**src/rtl/tiny_risc_pkg.sv**
```systemverilog
// Shared definitions for the tiny RISC CPU: word widths and opcode encodings used by datapath and Controller.
// No logic; constants and types only.
package tiny_risc_pkg;

  localparam int DATA_W_DEF = 8;
  localparam int ADDR_W_DEF = 6;
  localparam int OP_W       = 2;

  typedef enum logic [OP_W-1:0] {
    OP_LDA = 2'b00,
    OP_STA = 2'b01,
    OP_ADD = 2'b10,
    OP_JMP = 2'b11
  } opcode_t;

  // Opcode field of an instruction word, for the Controller's decoder.
  function automatic opcode_t decode_op(input logic [DATA_W_DEF-1:0] instr);
    return opcode_t'(instr[DATA_W_DEF-1 -: OP_W]);
  endfunction

endpackage

```
**src/rtl/tiny_risc_pc.sv**
```systemverilog
// Program counter: clr > ld > inc > hold, wrapping modulo 2**ADDR_W; new value visible one cycle after the strobe.
// Backpressure: none, strobes act every cycle they are high.
module tiny_risc_pc #(
  parameter int ADDR_W = 6
) (
  input  logic              clk,
  input  logic              reset,
  input  logic              clr,
  input  logic              ld,
  input  logic              inc,
  input  logic [ADDR_W-1:0] ld_val,
  output logic [ADDR_W-1:0] pc
);

  localparam logic [ADDR_W-1:0] PC_ONE = {{(ADDR_W-1){1'b0}}, 1'b1};

  always_ff @(posedge clk) begin
    if (reset) begin
      pc <= '0;
    end else if (clr) begin
      pc <= '0;
    end else if (ld) begin
      pc <= ld_val;
    end else if (inc) begin
      pc <= pc + PC_ONE;
    end
  end

endmodule

```
**src/rtl/tiny_risc_datapath.sv**
```systemverilog
// Tiny RISC datapath (PC, IR, AC, dbus, ALU); register loads visible next cycle, buses/ALU combinational, no backpressure.
// Optional carry flag register built only when TINY_RISC_CARRY_FLAG_EN is defined; otherwise carry is tied low.
module tiny_risc_datapath
  import tiny_risc_pkg::*;
#(
  parameter int DATA_W = DATA_W_DEF,
  parameter int ADDR_W = ADDR_W_DEF
) (
  input  logic              clk,
  input  logic              reset,
  input  logic              ir_on_adr,
  input  logic              pc_on_adr,
  input  logic              data_on_dbus,
  input  logic              alu_on_dbus,
  input  logic              dbus_on_data,
  input  logic              ld_ir,
  input  logic              ld_ac,
  input  logic              ld_pc,
  input  logic              inc_pc,
  input  logic              clr_pc,
  input  logic              pass,
  input  logic              add,
  input  logic [DATA_W-1:0] mem_rdata,
  output logic [ADDR_W-1:0] adr,
  output logic [DATA_W-1:0] mem_wdata,
  output logic              mem_wdata_oe,
  output logic [1:0]        op_code,
  output logic [ADDR_W-1:0] pc_out,
  output logic [DATA_W-1:0] ac_out,
  output logic              bus_conflict,
  output logic              carry
);

  if (DATA_W - ADDR_W != OP_W) begin : g_bad_widths
    $error("tiny_risc_datapath: DATA_W-ADDR_W must equal 2");
  end

  logic [DATA_W-1:0] ir_q;
  logic [DATA_W-1:0] ac_q;
  logic [ADDR_W-1:0] pc_q;
  logic [DATA_W-1:0] alu_sum;
  logic [DATA_W-1:0] alu_res;
  logic [DATA_W-1:0] dbus;

`ifdef TINY_RISC_CARRY_FLAG_EN
  logic [DATA_W:0] sum_ext;
  logic            alu_cout;
  logic            carry_q;

  assign sum_ext  = {1'b0, ac_q} + {1'b0, mem_rdata};
  assign alu_sum  = sum_ext[DATA_W-1:0];
  assign alu_cout = sum_ext[DATA_W];

  always_ff @(posedge clk) begin
    if (reset) begin
      carry_q <= 1'b0;
    end else if (ld_ac && add) begin
      carry_q <= alu_cout;
    end
  end

  assign carry = carry_q;
`else
  assign alu_sum = ac_q + mem_rdata;
  assign carry   = 1'b0;
`endif

  // ALU operands are AC and mem_rdata, never dbus, so there is no combinational loop.
  always_comb begin
    alu_res = '0;
    if (add) begin
      alu_res = alu_sum;
    end else if (pass) begin
      alu_res = ac_q;
    end
  end

  always_comb begin
    dbus = '0;
    if (alu_on_dbus) begin
      dbus = alu_res;
    end else if (data_on_dbus) begin
      dbus = mem_rdata;
    end
  end

  always_comb begin
    adr = '0;
    if (ir_on_adr) begin
      adr = ir_q[ADDR_W-1:0];
    end else if (pc_on_adr) begin
      adr = pc_q;
    end
  end

  assign bus_conflict = (alu_on_dbus & data_on_dbus) | (ir_on_adr & pc_on_adr);

  always_ff @(posedge clk) begin
    if (reset) begin
      ir_q <= '0;
      ac_q <= '0;
    end else begin
      if (ld_ir) ir_q <= dbus;
      if (ld_ac) ac_q <= dbus;
    end
  end

  tiny_risc_pc #(
    .ADDR_W (ADDR_W)
  ) u_pc (
    .clk    (clk),
    .reset  (reset),
    .clr    (clr_pc),
    .ld     (ld_pc),
    .inc    (inc_pc),
    .ld_val (ir_q[ADDR_W-1:0]),
    .pc     (pc_q)
  );

  assign mem_wdata    = dbus;
  assign mem_wdata_oe = dbus_on_data;
  assign op_code      = ir_q[DATA_W-1:ADDR_W];
  assign pc_out       = pc_q;
  assign ac_out       = ac_q;

endmodule

```
**config.mk**
```make
export PLATFORM = sky130hd
export DESIGN_NAME = tiny_risc_datapath
export DESIGN_NICKNAME = d
export VERILOG_FILES = /design/src/rtl/tiny_risc_pkg.sv /design/src/rtl/tiny_risc_pc.sv /design/src/rtl/tiny_risc_datapath.sv
export SDC_FILE = /design/constraint.sdc
export NUM_CORES = 1
export LEC_CHECK = 0
export ABC_AREA = 0
export CORE_MARGIN = 5
export CORE_UTILIZATION = 48
export CTS_CLUSTER_SIZE = 8
export DETAILED_ROUTE_END_ITERATION = 12
export PLACE_DENSITY = 0.85
export SYNTH_ARGS = -nofsm -noshare
export SYNTH_HDL_FRONTEND = slang
export SYNTH_SLANG_ARGS = --single-unit
```
**constraint.sdc**
```tcl
create_clock -name clk -period 5.2 [get_ports clk]
set_input_delay 1.56 -clock clk [delete_from_list [all_inputs] [get_ports clk]]
set_output_delay 1.56 -clock clk [all_outputs]
set_load 0.05 [all_outputs]
```
==> Implementation_results.wiki, run 1 <==
{| class="wikitable"
! Metric !! Value
|-
| Status || completed
|-
| Vias post-DR || 1644
|-
| TritonCTS clock tree || built
|-
| Fmax || just under 200 MHz
|-
| Combined area of all synthesized cells || around 0.0015 mm²
|-
| Time the final worst path needs with I/O delays and setup || between 5 and 6 ns
|-
| Compound-cell area share of the yosys netlist || 26.99%
|-
| Final Hold Violating Endpoints || 0
|-
| Critical path launch point || mem_rdata[1]
|-
| Synthesis-to-finish area growth || 44.16%
|-
| Number of maximum-capacitance violations || 0
|-
| Number of failing setup endpoints in the final timing report || 0
|-
| Syn Nets || 238
|-
| Part of the total power dissipated in combinational logic || 41.2%
|-
| Critical register-to-register path endpoint || ac_out[6]$_SDFFE_PP0P_
|-
| Number of warnings reported in the yosys synthesis log || 0
|-
| Final core utilization || between 70% and 80%
|-
| Top cells by instance count after synthesis || 30 x nor2_1, 27 x nand2_1, 22 x dfxtp_1
|-
| Period utilization || a little over nine tenths
|-
| Clk pin slew, worst setup/hold paths || approximately 0.12 ns
|-
| Number of cells produced by synthesis || around 210
|-
| Share of synthesized cell area in full adder, half adder and majority cells || under 10%
|-
| Reg2reg setup slack || approximately 3.2 ns
|-
| Number of buffer cells added on primary ports || 51
|-
| CTS buffer count || 3
|-
| Synth Register Bits || 22
|-
| Average cell area after synthesis || approximately 7.5 µm²
|-
| IO Pins || 55
|-
| Number of iterations in the first detailed-routing pass || 4
|-
| Net load switching power || around 200 µW
|-
| Remaining global-route overflow || 0
|-
| EDFF count, synth || 0
|-
| Post-Synth Simple-Gate Area || about a fifth
|-
| CP Data Arrival Time || approximately 3.5 ns
|-
| Post-DRT Antenna Nets || 0
|-
| Worst IR Drop VDD || between 0.15 and 0.2 mV
|-
| Worst setup EP type || primary output
|-
| Relative slew slack || about 54%
|-
| Leakage dissipation || ~0.92 nW
|-
| Sequential element share of the synthesized area || roughly 29%
|-
| Multiplexer share of the synthesized area || ~1.9%
|-
| Wire length of the first global-routing pass || a little over 7000 µm
|-
| Wirelength, routed || 4427 µm
|-
| Antenna Cells || 0
|-
| Worst min-delay path class || reg -> reg
|-
| Post-route DRC || 0
|-
| Die boundary height || 66.72 µm
|-
| Pin slew with the least headroom to its limit || a little under 0.7 ns
|-
| Combined global-route utilization of all metal layers || between 20% and 30%
|-
| Via count of the first global-routing pass || 1561
|-
| Post-detail-place hpwl || 3475 µm
|-
| Fraction of registers with async set/reset || 0%
|-
| Final Wtd Congestion || between 0.9 and 1
|-
| Dominant combinational cell family by area after synthesis || compound AO/OA/AOI/OAI gates
|-
| CTS Sinks || 22
|-
| Number of inserted filler cells in the final layout || roughly 250
|-
| Number of post-CTS setup repair buffers || 0
|-
| Cell at the root of the clock tree || clkbuf_4
|-
| Cell accounting for the most synthesized area || dfxtp_1
|-
| Wire per inst || between 10 and 15 µm
|-
| Int Power || 347.5 µW
|-
| Number of antenna violations at the first check in global routing || 0
|-
| DRT iter0 DRCs || 110
|-
| Net switching share of the total power || between 30% and 40%
|-
| Setup repair after global routing missed its margin || false
|-
| Row count || 20
|-
| Cells taking the most area after synthesis || dfxtp_1 29%, nor2_1 7.3%, nand2_1 6.6%
|-
| Cells on worst reg2reg path || 9
|-
| Share of layout cells above drive strength 1 || 16.54%
|-
| Reg power frac || 34.7%
|-
| Setup TNS || 0 ns
|-
| Share of Yosys cell area claimed by the top area cell type || 28.53%
|-
| Post-synth cell types || 40
|-
| Die area || between 0.004 and 0.005 mm²
|-
| Vias per cell || approximately 5.4
|-
| Final clock skew || 0.001685 ns
|-
| Horizontal die dimension || around 67 µm
|-
| Crit path to || mem_wdata[7]
|-
| RR Startpoint || ac_out[0]$_SDFFE_PP0P_
|-
| CP Launch Type || input pin
|-
| Initial standard-cell utilization of the core || around half
|-
| Power per unit of standard cell area || approximately 240 mW/mm²
|-
| H-tree depth || 1
|-
| Deepest clock path buffer count || 2
|-
| Most instantiated library cell after synthesis || nor2_1
|-
| Worst setup path class || in -> out
|-
| NumNets Final || just under 300
|-
| Relative contribution of the clock network to total power || 24.1%
|-
| Pins Over Slew Limit || 0
|-
| Peak fanout along the critical path || 3
|-
| Maximum number of pins on one net before global-route repair || 20
|-
| Most used flip-flop cell after synthesis || dfxtp_1
|-
| Synth Area in XOR/XNOR || ~5.7%
|-
| Source-to-sink clock delay at the later pin of the worst-skew pair || approximately 0.31 ns
|-
| Required time reported for the critical path endpoint || between 3 and 4 ns
|-
| Core area || between 0.003 and 0.004 mm²
|}
## layout by cell type, fill, tap and decap left out, drive strengths merged, types with 2 or more instances in the layout
cell,instances
nand2,27
o32ai,2
a211oi,11
nand2b,6
ha,8
xnor2,4
or2,2
nand4,2
mux2i,3
a21oi,14
clkdlybuf4s50,36
nand3,3
nor2,30
a32oi,2
o21ai,13
a21o,2
o22ai,3
a22o,2
xor2,6
dfxtp,22
a211o,2
inv,11
clkbuf,3
a22oi,3
buf,27
nor2b,3
a31oi,2
## cell families (layout without fill, tap and decap cells)
kind of cell / count (synthesis) / after routing
XOR/XNOR: 10 / 10
flip-flops: 22 / 22
multiplexers: 3 / 3
AND/OR/NAND/NOR: 75 / 75
AO/OA/AOI/OAI: 61 / 61
adder cells (fa/ha/maj): 9 / 9
buffers and inverters: 26 / 79
other: 1 / 1
## worst min path at each step
stage | start | to | slack, ns | cells past startpoint
after floorplan | ir_q[5]$_SDFFE_PP0P_ | ir_q[5]$_SDFFE_PP0P_ | 0.47 | 2
after global placement | ir_q[4]$_SDFFE_PP0P_ | ir_q[4]$_SDFFE_PP0P_ | 0.50 | 2
after detailed placement | ir_q[1]$_SDFFE_PP0P_ | ir_q[1]$_SDFFE_PP0P_ | 0.50 | 2
after CTS | ir_q[1]$_SDFFE_PP0P_ | ir_q[1]$_SDFFE_PP0P_ | 0.51 | 2
after global routing | ir_q[1]$_SDFFE_PP0P_ | ir_q[1]$_SDFFE_PP0P_ | 0.55 | 2
final | ir_q[3]$_SDFFE_PP0P_ | ir_q[3]$_SDFFE_PP0P_ | 0.52 | 2
## through the flow
step | hold slack [ns] | cells | setup slack (ns) | power, mW | cell area (µm²)
after global placement | 0.4972 | 300 | 0.03290 | 0.4068 | 2136
final | 0.5170 | 304 | 0.1123 | 0.5442 | 2226
after CTS | 0.5147 | 304 | 0.008849 | 0.5441 | 2201
after global routing | 0.5452 | 304 | 0.04207 | 0.5704 | 2226
after floorplan | 0.4737 | 207 | 0.3048 | 0.3297 | 1544
after detailed placement | 0.4973 | 300 | -0.05111 | 0.4105 | 2136
## sequential cells by signal, indices dropped and copies added, names as in the netlist
signal and flops:
ir_q 8, u_pc.pc 6, ac_out 8
## per-layer routing
layer	vias up	part of all wire (%)	routed length [µm]	global-route usage, %
met4	0	0.90	40	4.061
met1	766	43	1907	25.03
li1	824	-	-	-
met5	-	0	0	0
met2	48	52	2286	38.61
met3	6	4.3	192	4.216
## cell type report
type                    instances  area, µm²  area share [%]
clock buffers                   3      22.52           1.012
clock inverters                 1      30.03           1.349
inverters                      11      41.29           1.855
multi-input cells             159       1020           45.81
flip-flops and latches         22      440.4           19.79
well taps                      44      55.05           2.473
repair buffers                 64      616.8           27.71
## power groups by stage
stage	registers [mW]	logic (mW)	clock network [mW]
final	0.189	0.224	0.131
after global routing	0.191	0.239	0.141
after CTS	0.189	0.221	0.134
after detailed placement	0.193	0.218	0
after global placement	0.192	0.214	0
after floorplan	0.209	0.120	0
## worst max-delay path, stage by stage
cell	delay, ns
clkdlybuf4s50_1	0.45
ha_1	0.33
a211oi_2	0.33
o31ai_4	0.13
nand2b_1	0.16
a32oi_1	0.21
a31oi_1	0.17
buf_12	0.20
## repair_timing
action / 4_1_cts / 5_1_grt
gates resized for setup: 3 / 7
hold buffers: 0 / 0
pin swaps: 0 / 3
endpoints found under the setup margin: 1 / 4
Power figures use the tool's default switching activity.
==> run 2, diff against run 1 <==
--- a/config.mk
+++ b/config.mk
@@ -14,3 +14,4 @@
 export SYNTH_ARGS = -nofsm -noshare
 export SYNTH_HDL_FRONTEND = slang
 export SYNTH_SLANG_ARGS = --single-unit
+export TNS_END_PERCENT = 5
==> results of run 2 <==
No change in the layout: final DEF, timing and power equal those of run 1.
==> run 3, diff against run 2 <==
--- a/config.mk
+++ b/config.mk
@@ -7,10 +7,11 @@
 export LEC_CHECK = 0
 export ABC_AREA = 0
 export CORE_MARGIN = 5
-export CORE_UTILIZATION = 48
+export CORE_UTILIZATION = 50
+export CTS_BUF_LIST = sky130_fd_sc_hd__clkbuf_8
 export CTS_CLUSTER_SIZE = 8
 export DETAILED_ROUTE_END_ITERATION = 12
-export PLACE_DENSITY = 0.85
+export PLACE_DENSITY = 0.88
 export SYNTH_ARGS = -nofsm -noshare
 export SYNTH_HDL_FRONTEND = slang
 export SYNTH_SLANG_ARGS = --single-unit
==> Implementation_results.wiki, run 3 (synthesis results as in run 1) <==
{| class="wikitable"
! Metric !! Value
|-
| Required time reported for the critical path endpoint || 3.64 ns (about the same)
|-
| Die area || 0.004299 mm² (-3.4%)
|-
| NumNets Final || 289 (-1.0%)
|-
| Setup TNS || 0 ns (unchanged)
|-
| Final Wtd Congestion || 0.8588 (-9.3%)
|-
| Final core utilization || 73.38% (+1.1 points)
|-
| Cell-by-cell trace of the critical path || clkdlybuf4s50_1, ha_1, a211oi_2, o31ai_4, nand2b_1, a32oi_1, a31oi_1, buf_12
|-
| Wire length of the first global-routing pass || 7500 µm (+4.0%)
|-
| Source-to-sink clock delay at the later pin of the worst-skew pair || 0.26 ns (-0.05 ns)
|-
| Number of inserted filler cells in the final layout || 231 (-7.2%)
|-
| Final clock skew || 0.001223 ns (-0.0004616 ns)
|-
| Time the final worst path needs with I/O delays and setup || 5.091 ns (+0.003115 ns)
|-
| Core area || 0.003003 mm² (-2.4%)
|-
| Number of buffer cells added on primary ports || 51 (unchanged)
|-
| IO Pins || 55 (unchanged)
|-
| Critical path buffers and inverters || 2 (unchanged)
|-
| Remaining global-route overflow || 0 (unchanged)
|-
| Leakage dissipation || 0.9008 nW (-2.3%)
|-
| DRT iter0 DRCs || 169 (+54%)
|-
| Number of cells in the design after placement || 286 (-4.7%)
|-
| Part of the total power dissipated in combinational logic || 41.9% (+0.7 points)
|-
| Reg power frac || 35.4% (+0.7 points)
|-
| Net load switching power || 198.5 µW (+0.92%)
|-
| Number of post-CTS setup repair buffers || 0 (unchanged)
|-
| Wire per inst || 15.50 µm (+6.5%)
|-
| Hold Path End || ir_q[5]$_SDFFE_PP0P_
|-
| Vias post-DR || 1702 (+3.5%)
|-
| TritonCTS clock tree || built
|-
| Synthesis-to-finish area growth || 42.71%
|-
| Delay of the slowest critical-path stage || 0.44 ns (about the same)
|-
| Power per unit of standard cell area || 242.7 mW/mm² (-0.72%)
|-
| Share of layout cells above drive strength 1 || 13.23% (-3.3 points)
|-
| Antenna Cells || 0 (unchanged)
|-
| Number of buffers added to fix hold violations after cts || 0 (unchanged)
|-
| Leading cell type in the layout, fill and taps excluded || clkdlybuf4s50_1
|-
| Post-DRT Antenna Nets || 0 (unchanged)
|-
| Layout Cell Area excl Fill || 0.002203 mm² (-1.0%)
|-
| Post-detail-place hpwl || 3368 µm (-3.1%)
|-
| Worst Hold Depth || 2 (unchanged)
|-
| Post-route DRC || 0 (unchanged)
|-
| Net switching share of the total power || 37.12% (+0.97 points)
|-
| CP top delay family || compound AO/OA/AOI/OAI gates
|-
| Peak fanout along the critical path || 3 (unchanged)
|-
| Cell at the root of the clock tree || clkbuf_8
|-
| Maximum number of pins on one net before global-route repair || 20 (unchanged)
|-
| Period utilization || 97.90% (about the same)
|-
| Post-detailed-placement cell area || 0.002112 mm² (-1.1%)
|-
| CTS buffer count || 3 (unchanged)
|-
| Fmax || 196.4 MHz (about the same)
|-
| Cell with the largest stage delay on the worst path || clkdlybuf4s50_1
|-
| Worst setup EP type || primary output
|-
| Relative contribution of the clock network to total power || 22.7% (-1.4 points)
|-
| Number of maximum-capacitance violations || 0 (unchanged)
|-
| Launch instance of the worst min-delay path || ir_q[5]$_SDFFE_PP0P_
|-
| Row count || 20 (unchanged)
|-
| Vias per cell || 5.869 (+8.5%)
|-
| Number of iterations in the first detailed-routing pass || 4 (unchanged)
|-
| Commonest cells after routing, fill and taps aside || 41 x clkdlybuf4s50_1, 30 x nor2_1, 27 x nand2_1
|-
| Via count of the first global-routing pass || 1666 (+6.7%)
|-
| Deepest clock path buffer count || 2 (unchanged)
|-
| Die boundary height || 65.57 µm (-1.7%)
|-
| CP Data Arrival Time || 3.53 ns (about the same)
|-
| Number of antenna violations at the first check in global routing || 0 (unchanged)
|-
| Number of failing setup endpoints in the final timing report || 0 (unchanged)
|-
| RR Startpoint || ac_out[0]$_SDFFE_PP0P_
|-
| Final Hold Violating Endpoints || 0 (unchanged)
|-
| Relative slew slack || 55.93% (+2.0 points)
|-
| Initial standard-cell utilization of the core || 51.42% (+1.3 points)
|-
| Setup repair after global routing missed its margin || false
|-
| Worst IR Drop VDD || 0.2119 mV (+11%)
|-
| CP Launch Type || input pin
|-
| CTS Sinks || 22 (unchanged)
|-
| Int Power || 336.3 µW (-3.2%)
|-
| Post-Place Worst Slack || -0.04033 ns (+0.01077 ns)
|-
| Horizontal die dimension || 65.57 µm (-1.7%)
|-
| Critical register-to-register path endpoint || ac_out[4]$_SDFFE_PP0P_
|-
| Pins Over Slew Limit || 0 (unchanged)
|-
| Pin slew with the least headroom to its limit || 0.6590 ns (-0.02953 ns)
|-
| Cells on worst reg2reg path || 9 (unchanged)
|-
| Number of non-filler instances in the completed layout || 290 (-4.6%)
|-
| Wirelength, routed || 4496 µm (+1.6%)
|-
| Combined global-route utilization of all metal layers || 22.15% (+1.1 points)
|-
| Clk pin slew, worst setup/hold paths || 0.08 ns (-0.04 ns)
|-
| Reg2reg setup slack || 3.03 ns (-0.13 ns)
|-
| Worst setup path class || in -> out
|-
| Worst min-delay path class || reg -> reg
|-
| Final worst-path setup slack || 0.1091 ns (-0.003115 ns)
|-
| H-tree depth || 1 (unchanged)
|-
| Total power || 534.8 µW (-1.7%)
|-
| Fin Hold WS || 0.5098 ns (-0.007283 ns)
|-
| Status || completed
|}
-- run 3: how the worst max path moves through the flow --
stage | from | endpoint | slack (ns) | cells past startpoint
CTS | mem_rdata[0] | mem_wdata[6] | 0.03 | 10
detailed placement | mem_rdata[0] | mem_wdata[6] | -0.04 | 10
global placement | mem_rdata[0] | mem_wdata[6] | 0.008 | 10
finish | mem_rdata[1] | mem_wdata[7] | 0.11 | 8
global route | mem_rdata[1] | mem_wdata[7] | 0.02 | 8
floorplan | mem_rdata[1] | mem_wdata[7] | 0.30 | 6
-- run 3: area by class of cell --
| type | count | area [µm²] | area share, % |
|---|---|---|---|
| clock buffer | 4 | 55.05 | 2.499 |
| sequential | 22 | 440.4 | 19.99 |
| tap | 33 | 41.29 | 1.874 |
| inverter | 11 | 41.29 | 1.874 |
| timing repair buffer | 61 | 610.6 | 27.71 |
| multi-input combinational | 159 | 1015 | 46.05 |
-- run 3: metal layers --
layer | global-route usage, % | vias up | part of all wire, %
met1 | 25.94 | 782 | 39
met5 | 0 | - | 0
met3 | 4.957 | 20 | 7.8
met2 | 37.93 | 83 | 49
met4 | 10.62 | 0 | 3.6
li1 | - | 817 | -
-- run 3: tightest hold or removal path: cells and delay by family, from the launching register on --
kind,cells,cell delay [ns]
and+or+nand+nor,1,0.07
AOI/OAI and AO/OA,1,0.07
DFF,1,0.33
-- run 3: repair_timing --
action                                  4_1_cts  5_1_grt
endpoints found under the setup margin        1        2
pin swaps                                     0        2
resized for setup                             2        8
-- run 3: power groups by stage --
stage | clock [mW] | combinational [mW] | sequential [mW]
finish | 0.121 | 0.224 | 0.189
CTS | 0.123 | 0.218 | 0.189
detailed placement | 0 | 0.215 | 0.193
global route | 0.133 | 0.238 | 0.191
floorplan | 0 | 0.120 | 0.209
global placement | 0 | 0.212 | 0.192
